===== config.mk =====
export PLATFORM = sky130hd
export DESIGN_NAME = pattern_detector
export DESIGN_NICKNAME = d
export VERILOG_FILES = /design/src/rtl/pattern_detector_pkg.sv /design/src/rtl/pattern_detector_sat_counter.sv /design/src/rtl/pattern_detector.sv
export SDC_FILE = /design/constraint.sdc
export NUM_CORES = 1
export LEC_CHECK = 0
export ABC_AREA = 1
export CAP_MARGIN = 20
export CORE_MARGIN = 5
export CORE_UTILIZATION = 45
export CTS_CLUSTER_DIAMETER = 100
export DETAILED_ROUTE_END_ITERATION = 8
export GPL_ROUTABILITY_DRIVEN = 0
export GPL_TIMING_DRIVEN = 0
export PLACE_DENSITY = 0.73
export SLEW_MARGIN = 20
export SYNTH_ARGS = -nofsm -noshare
export SYNTH_HDL_FRONTEND = slang
export SYNTH_SLANG_ARGS = --single-unit

===== constraint.sdc =====
create_clock -name clk -period 1.6 [get_ports clk]
set_clock_uncertainty 0.05 [all_clocks]
set_input_delay 0.24 -clock clk [delete_from_list [all_inputs] [get_ports clk]]
set_output_delay 0.24 -clock clk [all_outputs]
set_load 0.1 [all_outputs]

===== src/rtl/pattern_detector_pkg.sv =====
// Shared definitions for the serial pattern detector: status codes driven on y
// and a helper that turns detector state into a status code.
package pattern_detector_pkg;

    typedef enum logic [1:0] {
        IDLE  = 2'b00,
        FILL  = 2'b01,
        ARMED = 2'b10,
        MATCH = 2'b11
    } status_t;

    // A match always wins; otherwise the status reflects how full the history is.
    function automatic status_t status_of(input logic hit, input logic empty, input logic full);
        status_t s;
        if (hit) begin
            s = MATCH;
        end else if (empty) begin
            s = IDLE;
        end else if (full) begin
            s = ARMED;
        end else begin
            s = FILL;
        end
        return s;
    endfunction

endpackage


===== src/rtl/pattern_detector_sat_counter.sv =====
// Saturating up-counter with synchronous clear; sat flags the all-ones value.
module sat_counter
    import pattern_detector_pkg::*;
#(
    parameter int CNT_W = 8
) (
    input  logic             clk,
    input  logic             rst,
    input  logic             clr,
    input  logic             inc,
    output logic [CNT_W-1:0] count,
    output logic             sat
);

    localparam logic [CNT_W-1:0] CNT_MAX = '1;

    logic [CNT_W-1:0] count_plus;

    assign count_plus = count + CNT_W'(1);

    // Clear beats increment; once at the maximum the counter simply holds.
    always_ff @(posedge clk) begin
        if (rst || clr) begin
            count <= '0;
            sat   <= 1'b0;
        end else if (inc && (count != CNT_MAX)) begin
            count <= count_plus;
            sat   <= (count_plus == CNT_MAX);
        end
    end

endmodule


===== src/rtl/pattern_detector.sv =====
// Serial pattern detector: shifts enabled bits into a history register, flags a
// registered one-cycle match when the newest PATTERN_W bits equal PATTERN, and
// counts matches in a saturating counter.
module pattern_detector
    import pattern_detector_pkg::*;
#(
    parameter int                   PATTERN_W = 4,
    parameter logic [PATTERN_W-1:0] PATTERN   = 4'b0110,
    parameter int                   CNT_W     = 8
) (
    input  logic             clk,
    input  logic             rst,
    input  logic             en,
    input  logic             x,
    input  logic             ovl_mode,
    input  logic             clr_cnt,
    output logic [1:0]       y,
    output logic             match,
    output logic [CNT_W-1:0] count,
    output logic             cnt_sat
);

    localparam int                FILL_W    = $clog2(PATTERN_W + 1);
    localparam logic [FILL_W-1:0] FILL_FULL = FILL_W'(PATTERN_W);

    logic [PATTERN_W-1:0] history;
    logic [PATTERN_W-1:0] history_next;
    logic [PATTERN_W-1:0] shifted;
    logic [FILL_W-1:0]    fill;
    logic [FILL_W-1:0]    fill_inc;
    logic [FILL_W-1:0]    fill_next;
    logic                 hit;
    status_t              status_q;
    status_t              status_next;

    // Work out the effect of this edge: new history, new fill and whether it completes a match.
    always_comb begin
        shifted      = {history[PATTERN_W-2:0], x};
        fill_inc     = (fill == FILL_FULL) ? FILL_FULL : fill + FILL_W'(1);
        history_next = history;
        fill_next    = fill;
        hit          = 1'b0;
        if (en) begin
            history_next = shifted;
            hit          = (fill_inc == FILL_FULL) && (shifted == PATTERN);
            fill_next    = (hit && !ovl_mode) ? '0 : fill_inc;
        end
        status_next = status_of(hit, fill_next == '0, fill_next == FILL_FULL);
    end

    // Register history, fill, the match pulse and the status code.
    always_ff @(posedge clk) begin
        if (rst) begin
            history  <= '0;
            fill     <= '0;
            match    <= 1'b0;
            status_q <= IDLE;
        end else begin
            history  <= history_next;
            fill     <= fill_next;
            match    <= hit;
            status_q <= status_next;
        end
    end

    assign y = status_q;

    sat_counter #(
        .CNT_W(CNT_W)
    ) u_sat_counter (
        .clk  (clk),
        .rst  (rst),
        .clr  (clr_cnt),
        .inc  (hit),
        .count(count),
        .sat  (cnt_sat)
    );

endmodule


==> results.md <==
* Die height at ~56 µm
* Gate Count Post-Synth at 139
* Total power at 0.000851 W
* CTS tree: yes
* CP max stage cell: clkdlybuf4s15_2
* Crit Path Category: reg -> out
* Final Util at roughly two thirds
* Hold crit path type: reg -> reg
* Critical path arrival at around 1.3 ns
* Crit end category: output pin
* Distinct cells, synth at 21
* Core area at approximately 2000 µm²
* FF-to-FF Start: fill[0]
* Mean area per synthesized cell at slightly below 7 µm²
* Final Max Slew Viols at 0
* Final HPWL DP at ~1500 µm
* Multi-input logic area at approximately 550 µm²
* Clock Path Buffers at 2
* Clock Sinks at 18
* Setup-failing EPs final at 0
* Crit share post-route at 96.3%
* Rows at 16
* Rel. slew slack at 58.1%
* End of the critical path: count[2]
* CP top delay family: buffers and inverters
* Antenna viol nets, final at 0
* Mapped cell area at approximately 950 µm²
* Hold path start: u_sat_counter.sat
* Initial Utilization at a little under half
* H-tree depth at 1
* Total power per unit cell area at ~660 nW/µm²
* GRT overflow at 0
* FILL cells at 171
* Clk pin slew, worst setup/hold paths at 0.11 ns
* FMAX at around 650 MHz
* Register area share after synthesis at approximately two fifths
* Fin Hold WS at 0.429 ns
* Initial antenna violation count at 0
* Reg area at about 390 µm²
* Die width at 55.8 µm
* Hold-fix buffers, CTS at 0
* DRC violations left at 0
* Yosys warnings at 0
* Worst-Skew Late Latency at approximately 0.30 ns
* Crit Reg-Reg Endpoint: u_sat_counter.count[6]
* Avg WL per Cell at approximately 11 µm
* Total track usage at between 10% and 20%
* CP Buf/Inv Count at 1
* Tmin final at roughly 1.5 ns
* Max VDD drop at about 0.76 mV
* DR pass1 iterations at 4
* Worst-Margin Slew at about 0.63 ns
* R2R depth at 9
* Post-synthesis register bit count at 18
* CP peak stage delay at about 0.56 ns
* Worst EP required at 1.31 ns
* First-pass GRT wire length at 3620 µm
* Layout Nets at 172
* Commonest cells after routing, fill and taps aside: 35 x nand2_1, 20 x inv_1, 14 x nor2_1
* P&R area growth vs syn at 35.8%
* Share of cells above drive strength 1 at between 20% and 30%
* R2R Setup Slk at approximately 0.080 ns
* Buffers on Ports at 17
* CP Launch Point: u_sat_counter.count[2]
* Clk root buf: clkbuf_4
* Inserted Clock Buffers at 3
* Number of max-cap violations at 0
* Commonest non-fill, non-tap cell in the layout: nand2_1
* CP max FO at 5
* Antenna diode count at 0
* Startpoint Class: register
* Final Hold Viols at 0
* Vias at just over 900
* Worst-path cell chain: clkdlybuf4s15_2
* Via density per instance at a little under 5
* DR iter-0 viols at 13
* Critical path depth at 1
* Vias in the first global route at about 900
* Largest net degree at the start of global routing at 11
* Top Ports at 18
* Leak pwr at approximately 0.50 nW
* Setup bufs post-CTS at 0
* Status: finished, final reports clean
* Syn nets at around 150
* Routed wire length at 2020 µm
* DIE AREA at ~3100 µm²
-- worst register-to-register path, cell delays in order (launching register included) --
cell	delay [ns]
dfxtp_2	0.36
inv_4	0.05
ha_4	0.25
nor2_4	0.10
nand2_2	0.07
nor2_4	0.12
nand3_4	0.12
buf_6	0.15
o21ai_2	0.11
a21oi_1	0.05
-- state kept, by name (all words and copies together), names as in the netlist --
name                 cells
match                    1
u_sat_counter.sat        1
history                  3
y                        2
fill                     3
u_sat_counter.count      8
-- synth_stat cells --
master / instances / share of area, %
nand3_1: 5 / 2.6
o21ai_0: 8 / 4.2
o21ai_2: 2 / 1.9
a21oi_1: 11 / 5.8
dfxtp_1: 18 / 38
nand4_2: 1 / 1.3
nand3b_1: 1 / 0.79
buf_6: 1 / 1.2
ha_1: 4 / 5.3
nor3_1: 1 / 0.53
nand4_1: 3 / 2.0
nand3_2: 1 / 1.1
nand2_2: 1 / 0.66
inv_2: 2 / 0.79
a21oi_2: 1 / 0.93
buf_2: 1 / 0.53
nand2_1: 38 / 15
inv_1: 22 / 8.7
xor2_1: 1 / 0.93
nor2_1: 16 / 6.3
nor2_4: 1 / 1.2
-- metal layers --
| metal | routed length (µm) | up-vias | track usage, % |
|---|---|---|---|
| met5 | 0 | - | 0 |
| met4 | 19 | 0 | 3.73 |
| met3 | 108 | 2 | 5.10 |
| met2 | 1090 | 19 | 26.5 |
| met1 | 809 | 410 | 14.5 |
| li1 | - | 480 | - |
-- area by class of cell --
type                       instances  area share [%]
clock buffer                       4            2.04
sequential                        18            30.0
buffer                             2            1.27
tap                               27            2.63
timing repair buffer              18            14.1
inverter                          24            7.40
multi-input combinational         95            42.6
-- repair_timing --
| action | 4_1_cts | 5_1_grt |
|---|---|---|
| cloned | 0 | 1 |
| setup endpoints to repair | 21 | 12 |
| pin swaps | 0 | 5 |
| gates resized for setup | 39 | 19 |
| endpoints found under the hold margin | 0 | 0 |
-- through the flow --
step	TNS, ns	setup slack (ns)	area (µm²)	instances
after global placement	-2.56	-0.204	1180	183
after CTS	0	0.0200	1240	187
after floorplan	0	0.000676	981	139
final	0	0.0591	1280	188
after detailed placement	-2.89	-0.213	1180	183
after global routing	-0.00733	-0.00401	1280	188
-- logic make-up after synthesis --
family	after synthesis	share of synthesized area [%]
simple gates	68	31.6
compound gates	22	12.8
buf+inv	26	11.2
xor+xnor	1	0.926
fa+ha+maj	4	5.29
flops	18	38.1
-- where the power goes --
| part | switching, W | leakage (nW) | internal [W] |
|---|---|---|---|
| clock network | 0.000134 | 0.0150 | 0.0000970 |
| registers | 0.00000917 | 0.153 | 0.000456 |
| logic | 0.000102 | 0.333 | 0.0000525 |
| total | 0.000245 | 0.501 | 0.000606 |
-- worst min-delay path by stage --
stage,endpoint,slack (ns),depth (start not counted)
after floorplan,y[0],0.26,1
after global placement,u_sat_counter.sat,0.41,2
after detailed placement,u_sat_counter.sat,0.42,2
after CTS,u_sat_counter.sat,0.43,2
after global routing,history[0],0.46,3
final,u_sat_counter.sat,0.43,2
No activity file was read; power rests on OpenSTA's default activity.
